===== src/rtl/egg_timer_pkg.sv =====
// rtl/egg_timer_pkg.sv - shared state encoding, BCD limits and clamp helper
package egg_timer_pkg;

  localparam int STATE_W = 2;

  typedef enum logic [STATE_W-1:0] {
    IDLE  = 2'd0,
    ARMED = 2'd1,
    COUNT = 2'd2,
    DONE  = 2'd3
  } state_t;

  localparam logic [3:0] SEC_TENS_MAX = 4'd5;
  localparam logic [3:0] ONES_MAX     = 4'd9;

  // Saturate an out-of-range preset digit to its legal maximum
  function automatic logic [3:0] clamp_digit(input logic [3:0] value, input logic [3:0] limit);
    return (value > limit) ? limit : value;
  endfunction

endpackage


===== src/rtl/bcd_down_digit.sv =====
// rtl/bcd_down_digit.sv - single BCD down-counting digit with load and borrow-out
module bcd_down_digit
  import egg_timer_pkg::*;
(
  input  logic       clk,
  input  logic       rst_n,
  input  logic       load,
  input  logic [3:0] load_value,
  input  logic       dec,
  input  logic [3:0] max_value,
  output logic [3:0] digit,
  output logic       borrow_out
);

  // Load wins over decrement; decrementing through zero wraps to max_value
  always_ff @(posedge clk or negedge rst_n) begin
    if (!rst_n) begin
      digit <= 4'd0;
    end else if (load) begin
      digit <= clamp_digit(load_value, max_value);
    end else if (dec) begin
      digit <= (digit == 4'd0) ? max_value : digit - 4'd1;
    end
  end

  // Borrow into the next-more-significant digit when this one wraps
  assign borrow_out = dec && (digit == 4'd0);

endmodule


===== src/rtl/egg_timer_countdown.sv =====
// rtl/egg_timer_countdown.sv - MM:SS BCD countdown with cook_time and timed alarm
module egg_timer_countdown
  import egg_timer_pkg::*;
#(
  parameter int ALARM_CYCLES = 5,
  parameter int MAX_MIN_TENS = 5
) (
  input  logic       pulse_1Hz,
  input  logic       reset_n,
  input  logic       enable_load,
  input  logic [3:0] load_second_ones,
  input  logic [3:0] load_second_tens,
  input  logic [3:0] load_minute_ones,
  input  logic [3:0] load_minute_tens,
  input  logic       enable_timer_countdown,
  output logic [3:0] second_ones,
  output logic [3:0] second_tens,
  output logic [3:0] minute_ones,
  output logic [3:0] minute_tens,
  output logic       cook_time,
  output logic       alarm,
  output logic       running
);

  localparam logic [3:0] MIN_TENS_MAX = 4'(MAX_MIN_TENS);
  localparam logic [3:0] ALARM_RELOAD = 4'(ALARM_CYCLES - 1);

  state_t     state, next_state;
  logic [3:0] alarm_cnt;
  logic       dec_step, count_is_zero, count_is_one, terminal, load_all_zero;
  logic       so_borrow, st_borrow, mo_borrow, mt_borrow;

  assign count_is_zero = (minute_tens == 4'd0) && (minute_ones == 4'd0) &&
                         (second_tens == 4'd0) && (second_ones == 4'd0);
  assign count_is_one  = (minute_tens == 4'd0) && (minute_ones == 4'd0) &&
                         (second_tens == 4'd0) && (second_ones == 4'd1);
  assign load_all_zero = (load_minute_tens == 4'd0) && (load_minute_ones == 4'd0) &&
                         (load_second_tens == 4'd0) && (load_second_ones == 4'd0);

  // One-second step; zero-detect gating keeps 00:00 from wrapping to 59:59
  assign dec_step = !enable_load && enable_timer_countdown && !count_is_zero &&
                    ((state == ARMED) || (state == COUNT));
  // A borrow out of minute tens can only be an underflow, so treat it as terminal too
  assign terminal = dec_step && (count_is_one || mt_borrow);

  bcd_down_digit u_second_ones (
    .clk(pulse_1Hz), .rst_n(reset_n), .load(enable_load), .load_value(load_second_ones),
    .dec(dec_step), .max_value(ONES_MAX), .digit(second_ones), .borrow_out(so_borrow)
  );
  bcd_down_digit u_second_tens (
    .clk(pulse_1Hz), .rst_n(reset_n), .load(enable_load), .load_value(load_second_tens),
    .dec(so_borrow), .max_value(SEC_TENS_MAX), .digit(second_tens), .borrow_out(st_borrow)
  );
  bcd_down_digit u_minute_ones (
    .clk(pulse_1Hz), .rst_n(reset_n), .load(enable_load), .load_value(load_minute_ones),
    .dec(st_borrow), .max_value(ONES_MAX), .digit(minute_ones), .borrow_out(mo_borrow)
  );
  bcd_down_digit u_minute_tens (
    .clk(pulse_1Hz), .rst_n(reset_n), .load(enable_load), .load_value(load_minute_tens),
    .dec(mo_borrow), .max_value(MIN_TENS_MAX), .digit(minute_tens), .borrow_out(mt_borrow)
  );

  // State register
  always_ff @(posedge pulse_1Hz or negedge reset_n) begin
    if (!reset_n) begin
      state <= IDLE;
    end else begin
      state <= next_state;
    end
  end

  // Next state: load from any state, otherwise arm -> count -> done
  always_comb begin
    next_state = state;
    if (enable_load) begin
      next_state = load_all_zero ? IDLE : ARMED;
    end else if (terminal) begin
      next_state = DONE;
    end else if ((state == ARMED) && enable_timer_countdown) begin
      next_state = COUNT;
    end
  end

  // Registered status outputs and alarm hold counter
  always_ff @(posedge pulse_1Hz or negedge reset_n) begin
    if (!reset_n) begin
      cook_time <= 1'b0;
      alarm     <= 1'b0;
      alarm_cnt <= 4'd0;
      running   <= 1'b0;
    end else begin
      running <= (next_state == COUNT);
      if (enable_load) begin
        cook_time <= 1'b0;
        alarm     <= 1'b0;
        alarm_cnt <= 4'd0;
      end else if (terminal) begin
        cook_time <= 1'b1;
        alarm     <= 1'b1;
        alarm_cnt <= ALARM_RELOAD;
      end else if (state == DONE) begin
        if (alarm_cnt != 4'd0) begin
          alarm_cnt <= alarm_cnt - 4'd1;
        end else begin
          alarm <= 1'b0;
        end
      end
    end
  end

endmodule

===== config.mk =====
export PLATFORM = sky130hd
export DESIGN_NAME = egg_timer_countdown
export DESIGN_NICKNAME = d
export VERILOG_FILES = /design/src/rtl/egg_timer_pkg.sv /design/src/rtl/bcd_down_digit.sv /design/src/rtl/egg_timer_countdown.sv
export SDC_FILE = /design/constraint.sdc
export NUM_CORES = 1
export LEC_CHECK = 0
export BUFFER_PORTS_ARGS = -buffer_cell sky130_fd_sc_hd__clkbuf_2
export CORE_MARGIN = 2
export CORE_UTILIZATION = 47
export CTS_CLUSTER_SIZE = 24
export DETAILED_ROUTE_END_ITERATION = 7
export PLACE_DENSITY = 0.75
export SYNTH_ARGS = -nofsm -noshare
export SYNTH_HDL_FRONTEND = slang
export SYNTH_SLANG_ARGS = --single-unit

===== constraint.sdc =====
create_clock -name pulse_1Hz -period 2.1 [get_ports pulse_1Hz]
set_input_delay 0.42 -clock pulse_1Hz [delete_from_list [all_inputs] [get_ports pulse_1Hz]]
set_output_delay 0.42 -clock pulse_1Hz [all_outputs]
set_load 0.02 [all_outputs]

==> results.md, run 1 <==
* Critical Path Sink: u_second_tens.digit[2]
* Crit path time final at ~2000 ps
* Status: finished, final reports clean
* CTS buffer count at 3
* Highest Clock Rate at 488 MHz
* Initial Util at around 49%
* Post-route cell area at 1860 um^2
* TritonCTS clock tree: done
* Syn Area/Cell at 9.34 um^2
* Width of the die at around 60 um
* Max-slew headroom at 57.9%
* Worst EP required at 2370 ps
* Setup TNS at 0 ps
* Average wire per standard cell at 15.6 um
* CTS HTree Levels at 1
* Worst-margin pin slew at 632 ps
* Sequential-to-total area share from yosys stat at 42.4%
* Top sig layer: met4
* Largest net degree at the start of global routing at 31
* Max_cap viols at 0
* RR Endpoint: u_second_tens.digit[2]
* DR vias at 1,507
* Number of flops mapped to enable cells by yosys at 0
* Vias in the first global route at ~1.5k
* Power consumption at 1.06 mW
* Die area at 3610 um^2
* Reg2Reg Depth at 6
* Crit path buf inv count at 1
* Fin crit share at 97.6%
* Reg-to-reg slack, setup at 50 ps
* DIE HEIGHT at 60.0 um
* CTS max path bufs at 2
* Antenna-violating nets left at 0
* Met1 WL at 1670 um
* Slowest cell on the critical path: or4_4
* Clock Latency Late Sink at about 330 ps
* Netlist cell types at 48
* Register bit total from synthesis at 25
* RR Startpoint: state[1]
* FP Rows at 20
* Total track usage at 23.5%
* Start point of the critical path: state[1]
* Largest delay share family, worst path: simple AND/OR/NAND/NOR gates
* Area Growth Syn to Fin at 25.9%
* Routed vias/inst at 5.96
* Layout cell share with drive strength beyond 1 at 32.1%
* Worst-path cell chain: inv_1 > ha_4 > or3b_4 > or4_4 > a311o_1 > a21oi_1
* Setup CP Type: reg2reg
* Fin nets at 233
* Initial antenna violation count at 0
* Arrival time at the worst endpoint at between 2000 and 2500 ps
* Peak VDD IR at 275 uV
* Met3 WL at around 140 um
* Synth Cell Area at 1480 um^2
* Clock skew at between 8 and 9 ps
* Root buffer cell: clkbuf_4
* Clock sink total at 25
* Synth Warn # at 0
* Number of remaining DRC errors at 0
* Post-CTS Hold Buffers at 0
* Port Buf Inserts at 38
* Mapped Nets at 181
* Min-Delay Path Class: in2async
* Detailed-route wire length at roughly 3900 um
* Peak fanout along the critical path at 4
* Synth Instances at 158
* Main flop type after synthesis: dfrtp_1
* Post-DP HPWL at 2910 um
* Crit path largest cell delay at 450 ps
* Placer Congestion at 0.872
* Ports at 39
* Met2 routed WL at 2080 um
* DP Area at between 1500 and 2000 um^2
* Setup crit start kind: register
* Grt ovf at 0
* Drt first pass iters at 4
* Core area at between 3000 and 4000 um^2
* Clock transition at the registers of the reported paths at 140 ps
* Power per cell area at 569 nW/um^2
* Max-slew violation count at 0
* DR iter-0 viols at 32
* CP Depth at 6
* Inserted Diodes at 0
* CP endpoint kind: register
* First-pass GRT wire length at 6470 um
* Setup violators final at 0
* Leakage at 0.785 nW
* Share of synthesized flip-flops with an asynchronous set or reset at 100%
* Hold Vio Cnt, Final at 0
-- worst min path at each step --
| stage | from | end | depth (start not counted) |
|---|---|---|---|
| 2_1_floorplan | reset_n | alarm | 0 |
| 3_3_place_gp | reset_n | u_minute_ones.digit[1] | 1 |
| 3_5_place_dp | reset_n | alarm_cnt[0] | 1 |
| 4_1_cts | reset_n | alarm_cnt[0] | 1 |
| 5_1_grt | reset_n | alarm_cnt[0] | 1 |
| 6_report | reset_n | alarm_cnt[0] | 1 |
-- state kept, by name, summed over array words and instances (netlist names) --
signal / cells
state: 2
alarm_cnt: 4
running: 1
alarm: 1
u_minute_ones.digit: 4
u_minute_tens.digit: 4
u_second_tens.digit: 4
cook_time: 1
u_second_ones.digit: 4
-- synth_stat cells (2+ instances only) --
library cell | count | area share, %
a2111oi_0 | 2 | 1.2
ha_1 | 3 | 2.5
nand3_1 | 6 | 2.0
a21oi_1 | 12 | 4.1
inv_1 | 7 | 1.8
clkbuf_1 | 3 | 0.76
nor4_4 | 2 | 2.9
nor2_1 | 12 | 3.1
dfrtp_1 | 25 | 42
a21boi_0 | 2 | 1.0
nand2_1 | 12 | 3.1
o21a_1 | 3 | 1.5
and3_1 | 2 | 0.85
or4_4 | 2 | 1.5
o211ai_1 | 2 | 1.0
o31a_1 | 2 | 1.2
o22ai_1 | 2 | 0.85
nor3_1 | 8 | 2.7
nor4_1 | 6 | 2.5
o31ai_1 | 3 | 1.5
or3_1 | 2 | 0.85
a41oi_1 | 2 | 1.2
a31oi_1 | 5 | 2.1
o21ai_0 | 3 | 1.0
nor2b_1 | 2 | 0.85
nand4_1 | 3 | 1.3
a22oi_1 | 2 | 1.0
nor4b_1 | 2 | 1.2
or4_1 | 2 | 1.0
-- metrics by stage --
step | setup WS, ps | util, % | hold WS, ps | instances
after floorplan | 1.20 | - | 124 | 158
after global placement | 73.9 | 58.9 | 457 | 246
after detailed placement | 10.1 | 58.9 | 465 | 246
after CTS | 2.86 | 60.0 | 96.4 | 251
after global routing | -1.64 | 61.4 | 123 | 253
final | 50.6 | 61.4 | 80.4 | 253
-- area by class of cell --
cell class	count	area [um^2]
multi-input cells	121	831
repair buffers	52	295
well taps	44	55.1
inverters	7	26.3
fillers	275	1170
clock buffers	4	26.3
flip-flops and latches	25	626
-- worst reg2reg max path, stage by stage (launching register included) --
cell and delay, ps:
dfrtp_1 410, inv_1 100, ha_4 220, or3b_4 400, or4_4 450, a311o_1 280, a21oi_1 140
-- cell usage in the layout, fill, tap and decap left out, types with 3 or more instances in the layout --
cell / netlist / final
nor2_1: 12 / 12
clkbuf_4: 0 / 3
nor4_1: 6 / 5
o21ai_0: 3 / 3
nor3_1: 8 / 8
o31ai_1: 3 / 3
buf_4: 0 / 14
o21a_1: 3 / 3
a31oi_1: 5 / 5
a21oi_1: 12 / 12
nand4_1: 3 / 3
nand3_1: 6 / 6
dfrtp_1: 25 / 25
inv_1: 7 / 7
clkbuf_2: 0 / 38
nand2_1: 12 / 12
-- per-layer routing --
| metal | vias up | global-route usage, % |
|---|---|---|
| met4 | 0 | 8.57 |
| met5 | - | 0 |
| li1 | 720 | - |
| met1 | 750 | 30.7 |
| met3 | 5 | 3.25 |
| met2 | 32 | 39.3 |
-- timing repair --
action / 4_1_cts / 5_1_grt
resized for setup: 0 / 4
setup endpoints to repair: 1 / 5
setup buffers: 1 / 2
gates cloned: 0 / 0
pin swaps: 0 / 1
-- power breakdown --
| group | switching [mW] | internal [mW] |
|---|---|---|
| clock network | 0.146 | 0.0745 |
| registers | 0.0545 | 0.512 |
| logic | 0.154 | 0.117 |
-- cells by family after synthesis --
kind of cell,Yosys count,share of synthesized area [%]
AO/OA/AOI/OAI,47,22.1
XOR/XNOR,1,0.593
adder cells (fa/ha/maj),3,2.54
buffers and inverters,12,3.14
flip-flops,25,42.4
AND/OR/NAND/NOR,70,29.2
Power figures use the tool's default switching activity.
==> run 2, diff against run 1 <==
Settings changed: ABC_AREA set to 1, CORE_UTILIZATION 47 to 48.
==> run 2 against run 1 <==
  * Global-route usage down 3.7 points
  * Clock power about the same
  * Worst hold slack worse by 16 ps
  * Combinational power up 99%
  * Design area up 1.8%
  * Sequential cell count unchanged
  * Worst setup slack better by 330 ps
  * Synthesized cell count up 45%
  * Sequential share of layout area down 0.60 points
==> results.md, run 2 <==
* Status: finished, final reports clean (unchanged)
* Root buffer cell: clkbuf_4 (unchanged)
* Width of the die at 62.5 um (was 60.0 um)
* Post-CTS Hold Buffers at 0 (unchanged)
* Die area at 3900 um^2 (was 3610 um^2)
* Worst EP required at 2330 ps (was 2370 ps)
* Sequential-to-total area share from yosys stat at 38.1% (was 42.4%)
* Routed vias/inst at 4.90 (was 5.96)
* Area Growth Syn to Fin at 15.4% (was 25.9%)
* Clock sink total at 25 (unchanged)
* Setup TNS at 0 ps (unchanged)
* Clock transition at the registers of the reported paths at 140 ps (about the same)
* Crit path time final at 1720 ps (was 2050 ps)
* Multi-input logic area at 858 um^2 (was 831 um^2)
* Placer Congestion at 0.881 (was 0.872)
* Initial Util at 49.5% (was 48.8%)
* Port Buf Inserts at 38 (unchanged)
* Area share of the largest cell type after synthesis at 38.1% (was 42.4%)
* Postcts setup bufs at 0 (was 1)
* Number of flops mapped to enable cells by yosys at 0 (unchanged)
* Post-cts resize count at 0 (unchanged)
* Hold Vio Cnt, Final at 0 (unchanged)
* CTS max path bufs at 2 (unchanged)
* Post-route cell area at 1890 um^2 (was 1860 um^2)
* Worst-margin pin slew at 594 ps (was 632 ps)
* Setup violators final at 0 (unchanged)
* Finished Core Util at 57.2% (was 61.4%)
* Grt ovf at 0 (unchanged)
* Fin nets at 292 (was 233)
* Unrepaired setup endpoints after global routing: false
* Leakage at 1.03 nW (was 0.785 nW)
* Clock skew at 7.62 ps (was 8.05 ps)
* Arrival time at the worst endpoint at 1950 ps (was 2320 ps)
* Fill cells at 335 (was 275)
* Reg2Reg Depth at 9 (was 6)
* Main flop type after synthesis: dfrtp_1 (unchanged)
* First-pass GRT wire length at 6180 um (was 6470 um)
* Post-DP HPWL at 2730 um (was 2910 um)
* Drt first pass iters at 4 (unchanged)
* FP Rows at 21 (was 20)
* Vias in the first global route at 1,438 (was 1,473)
* Netlist cell types at 34 (was 48)
* Area contributors post-synth: dfrtp_1 (38%), nand2_1 (13%), inv_1 (6.9%), nor2_1 (6.2%), nand3_1 (4.9%) (was dfrtp_1 (42%), a21oi_1 (4.1%), nand2_1 (3.1%), nor2_1 (3.1%), nor4_4 (2.9%))
* Min-Delay Path Class: in2async (unchanged)
* Synth Warn # at 0 (unchanged)
* Share of synthesized flip-flops with an asynchronous set or reset at 100% (unchanged)
* Register bit total from synthesis at 25 (unchanged)
* Number of remaining DRC errors at 0 (unchanged)
* Initial antenna violation count at 0 (unchanged)
* TritonCTS clock tree: done (unchanged)
* Max_cap viols at 0 (unchanged)
* Ports at 39 (unchanged)
* Mapped Nets at 252 (was 181)
* DR vias at 1,538 (was 1,507)
* Seq. cell area at 626 um^2 (unchanged)
* Total track usage at 19.7% (was 23.5%)
* Average wire per standard cell at 11.0 um (was 15.6 um)
* Inserted Diodes at 0 (unchanged)
* Detailed-route wire length at 3450 um (was 3940 um)
* Largest net degree at the start of global routing at 26 (was 31)
* Synth Cell Area at 1640 um^2 (was 1480 um^2)
* Setup CP Type: reg2reg (unchanged)
* Area leader, netlist: dfrtp_1 (unchanged)
* CTS buffer count at 3 (unchanged)
* Syn Area/Cell at 7.16 um^2 (was 9.34 um^2)
* Most numerous cell in the Yosys netlist: nand2_1 (was dfrtp_1)
* Dpl ws at 391 ps (was 10.1 ps)
* Max-slew violation count at 0 (unchanged)
* Layout cell share with drive strength beyond 1 at 25.7% (was 32.1%)
* Core area at 3310 um^2 (was 3030 um^2)
* Fin crit share at 82.0% (was 97.6%)
* Post-route setup slack at 377 ps (was 50.6 ps)
* Highest Clock Rate at 580 MHz (was 488 MHz)
* Clock Latency Late Sink at 330 ps (about the same)
* Synth Instances at 229 (was 158)
* Most frequent cells in the layout: nand2_1 (56), clkbuf_2 (38), inv_1 (30) (was clkbuf_2 (38), dfrtp_1 (25), buf_4 (14))
* WHS at 64.3 ps (was 80.4 ps)
* Setup crit start kind: register (unchanged)
* Commonest non-fill, non-tap cell in the layout: nand2_1 (was clkbuf_2)
* Peak VDD IR at 451 uV (was 275 uV)
* Antenna-violating nets left at 0 (unchanged)
* DP Area at 1870 um^2 (was 1780 um^2)
* DIE HEIGHT at 62.5 um (was 60.0 um)
* Peak fanout along the critical path at 11 (was 4)
* Max-slew headroom at 60.4% (was 57.9%)
* Most frequent cells after synthesis: nand2_1 (56), inv_1 (30), nor2_1 (27), dfrtp_1 (25), nand3_1 (16) (was dfrtp_1 (25), a21oi_1 (12), nand2_1 (12), nor2_1 (12), nor3_1 (8))
* CTS HTree Levels at 1 (unchanged)
* Power per cell area at 730 nW/um^2 (was 569 nW/um^2)
* DR iter-0 viols at 56 (was 32)
* CP endpoint kind: register (unchanged)
-- run 2: area by class of cell --
cell class | instances | area share (%)
multi-input cells | 167 | 45.3
repair buffers | 40 | 10.8
flip-flops and latches | 25 | 33.0
inverters | 32 | 6.34
clock buffers | 4 | 1.39
well taps | 46 | 3.04
-- run 2: cell families after synthesis --
logic type	count (synthesis)	share of synthesized area [%]
adders and majority gates	3	2.29
AOI/OAI and AO/OA	33	11.7
buffers and inverters	37	9.53
xor gates and xnor gates	3	1.60
and+or+nand+nor	128	36.8
DFF	25	38.1
-- run 2: through the flow --
stage,power [mW],cells
after floorplan,1.02,229
after global placement,1.17,310
after detailed placement,1.17,310
after CTS,1.39,314
after global routing,1.50,314
final,1.38,314
-- run 2: worst max-delay path, cell delays in order (launching register included) --
cell	delay, ps
dfrtp_1	430
ha_1	310
inv_1	50
nand2_1	70
nor2_2	180
nand4_2	160
nand2_2	200
nand2_1	110
nand2_1	70
nand2_1	50
-- run 2: final timing paths --
kind / startpoint / to / slack, ps
max reg2reg: state[0] / u_minute_tens.digit[1] / 380
min: reset_n / u_minute_ones.digit[0] / 60
max in group asynchronous: reset_n / u_second_tens.digit[3] / 1640
min in group pulse_1Hz: load_minute_ones[1] / u_minute_ones.digit[1] / 430
max: state[0] / u_minute_tens.digit[1] / 380
min reg2reg: cook_time / cook_time / 530
-- run 2: metal layers --
layer,vias to the layer above,wire (um),track usage (%)
met5,-,0,0
met4,0,8,7.50
met3,2,114,2.88
met2,30,1660,32.0
met1,697,1670,26.7
li1,809,-,-
-- run 2: power breakdown --
part / total (mW) / leakage (nW) / switching, mW / internal [mW]
Clock: 0.219 / 0.0150 / 0.145 / 0.0745
Combinational: 0.538 / 0.698 / 0.346 / 0.192
Sequential: 0.624 / 0.321 / 0.0771 / 0.547
==> run 3, diff against run 2 <==
Settings changed: ABC_AREA 1 to 0, CORE_UTILIZATION 48 to 52, PLACE_DENSITY 0.75 to 0.79.
Clock period 2.1 ns to 1.6 ns, I/O delays scaled along.
==> run 3 against run 2 <==
  * The run now ends with negative setup slack left
  * Largest cell class unchanged
  * Clock-buffer cell count is the same
  * Clock skew shrank 3.3 ps
  * First-iteration DRC count grew to 3.3 times the previous value
  * Register-to-register slack lost 840 ps
==> results.md, run 3 (synthesized netlist as in run 1, its figures left out) <==
* Status: complete, but fails checks (was finished, final reports clean)
* Failing checks: negative setup slack
* Total track usage at 34.3% (was 19.7%)
* TritonCTS clock tree: done (unchanged)
* Largest net degree at the start of global routing at 26 (unchanged)
* Core area at 2730 um^2 (was 3310 um^2)
* Detailed-route wire length at 6270 um (was 3450 um)
* Multi-input logic area at 1060 um^2 (was 858 um^2)
* CTS buffer count at 3 (unchanged)
* DR iter-0 viols at 183 (was 56)
* Dpl ws at -386 ps (was 391 ps)
* Post-route setup slack at -461 ps (was 377 ps)
* Clock transition at the registers of the reported paths at 140 ps (about the same)
* Arrival time at the worst endpoint at 2290 ps (was 1950 ps)
* Average wire per standard cell at 22.2 um (was 11.0 um)
* Initial antenna violation count at 0 (unchanged)
* Die area at 3280 um^2 (was 3900 um^2)
* Ports at 39 (unchanged)
* Clock Latency Late Sink at 340 ps (was 330 ps)
* Port Buf Inserts at 38 (unchanged)
* Peak fanout along the critical path at 3 (was 11)
* Root buffer cell: clkbuf_4 (unchanged)
* Setup violators final at 25 (was 0)
* CP endpoint kind: register (unchanged)
* Worst EP required at 1830 ps (was 2330 ps)
* DR vias at 1,936 (was 1,538)
* Highest Clock Rate at 485 MHz (was 580 MHz)
* Fin crit share at 129% (was 82.0%)
* Worst-margin pin slew at 647 ps (was 594 ps)
* Fill cells at 124 (was 335)
* Area Growth Syn to Fin at 63.6% (was 15.4%)
* Grt ovf at 0 (unchanged)
* Min-Delay Path Class: in2reg (was in2async)
* DIE HEIGHT at 57.3 um (was 62.5 um)
* Routed vias/inst at 6.84 (was 4.90)
* Power per cell area at 678 nW/um^2 (was 730 nW/um^2)
* CTS max path bufs at 2 (unchanged)
* Power consumption at 1.64 mW (was 1.38 mW)
* Max_cap viols at 0 (unchanged)
* DP Area at 2120 um^2 (was 1870 um^2)
* Drt first pass iters at 5 (was 4)
* Reg-to-reg slack, setup at -460 ps (was 380 ps)
* Hold Vio Cnt, Final at 0 (unchanged)
* Fin nets at 276 (was 292)
* Width of the die at 57.3 um (was 62.5 um)
* Clock sink total at 25 (unchanged)
* Inserted Diodes at 0 (unchanged)
* FP Rows at 19 (was 21)
* Unrepaired setup endpoints after global routing: true (was false)
* Crit path time final at 2060 ps (was 1720 ps)
* Post-DP HPWL at 3460 um (was 2730 um)
* Layout cell share with drive strength beyond 1 at 56.0% (was 25.7%)
* Initial Util at 54.0% (was 49.5%)
* Clock skew at 4.29 ps (was 7.62 ps)
* Peak VDD IR at 761 uV (was 451 uV)
* First-pass GRT wire length at 8650 um (was 6180 um)
* Setup crit start kind: register (unchanged)
* Number of remaining DRC errors at 0 (unchanged)
* Commonest non-fill, non-tap cell in the layout: buf_4 (was nand2_1)
* Seq. cell area at 629 um^2 (was 626 um^2)
* Placer Congestion at 0.879 (was 0.881)
* Setup CP Type: reg2reg (unchanged)
* Vias in the first global route at 1,815 (was 1,438)
* CTS HTree Levels at 1 (unchanged)
* Max-slew headroom at 55.8% (was 60.4%)
* Post-route cell area at 2420 um^2 (was 1890 um^2)
* Most frequent cells in the layout: buf_4 (52), clkbuf_2 (38), dfrtp_1 (22) (was nand2_1 (56), clkbuf_2 (38), inv_1 (30))
* Leakage at 1.04 nW (was 1.03 nW)
* Antenna-violating nets left at 0 (unchanged)
* Max-slew violation count at 0 (unchanged)
-- run 3: cell types whose count changed in the layout (fill, tap and decap cells not counted), moves of 4 or more --
cell / previous run / this run
buf_4: 2 / 52
nand2_1: 56 / 10
inv_1: 30 / 6
nor2_1: 27 / 12
nand3_1: 16 / 5
nor2_2: 7 / 0
nand2_2: 7 / 1
o21ai_0: 8 / 2
nor4_4: 0 / 5
a21oi_2: 1 / 5
buf_6: 0 / 4
nand3_2: 4 / 0
o21ai_1: 5 / 1
-- run 3: path summary, 6_finish.rpt --
| check | startpoint | end | cells past startpoint |
|---|---|---|---|
| max in group asynchronous | reset_n | u_minute_ones.digit[0] | 2 |
| min in group asynchronous | reset_n | u_minute_tens.digit[0] | 2 |
| worst max register to register | state[1] | u_second_tens.digit[3] | 7 |
| worst min register to register | cook_time | cook_time | 1 |
| worst min-delay path | load_second_ones[0] | u_second_ones.digit[0] | 3 |
| worst max-delay path | state[1] | u_second_tens.digit[3] | 7 |
-- run 3: routing by layer --
layer  share of wire (%)  routed length (um)  up-vias  GRT usage (%)
li1                    -                   -      811              -
met1                  35                2210      915           44.2
met2                  48                3040      168           57.6
met3                  11                 673       42           5.22
met4                 5.6                 352        0           14.6
met5                   0                   0        -              0
-- run 3: layout make-up --
class                           instances  share of cell area, %
Clock buffer                            4                   1.09
Inverter                                7                   1.09
Multi-Input combinational cell        121                   43.9
Sequential cell                        25                   26.0
Tap cell                               31                   1.61
Timing Repair Buffer                   95                   26.3
-- run 3: repair_timing --
item                       in CTS  in global routing
gates resized for setup        27                 17
hold endpoints to repair        3                  0
setup buffers                   6                  1
pin swaps                      16                  9
gates cloned                    0                  0
hold buffers                    1                  0
setup endpoints to repair      25                 25
-- run 3: metrics by stage --
stage | hold slack, ps | instances | utilization, % | TNS [ps]
finish | 244 | 283 | 88.4 | -8250
global route | 249 | 283 | 88.4 | -9470
CTS | 237 | 283 | 85.1 | -5200
detailed placement | 362 | 272 | 77.6 | -5790
global placement | 357 | 272 | 77.6 | -4410
floorplan | 24.4 | 158 | - | -3120
-- run 3: worst max-delay path: stages (launching register included) --
cell and delay, ps:
dfrtp_1 440, inv_2 90, ha_4 200, or3b_4 400, or4_4 440, buf_4 160, nor2_1 150, nor3_1 80
-- run 3: where the power goes --
group / switching [mW] / internal (mW)
Combinational: 0.351 / 0.266
Clock: 0.205 / 0.0982
Sequential: 0.0445 / 0.673
Total: 0.600 / 1.04
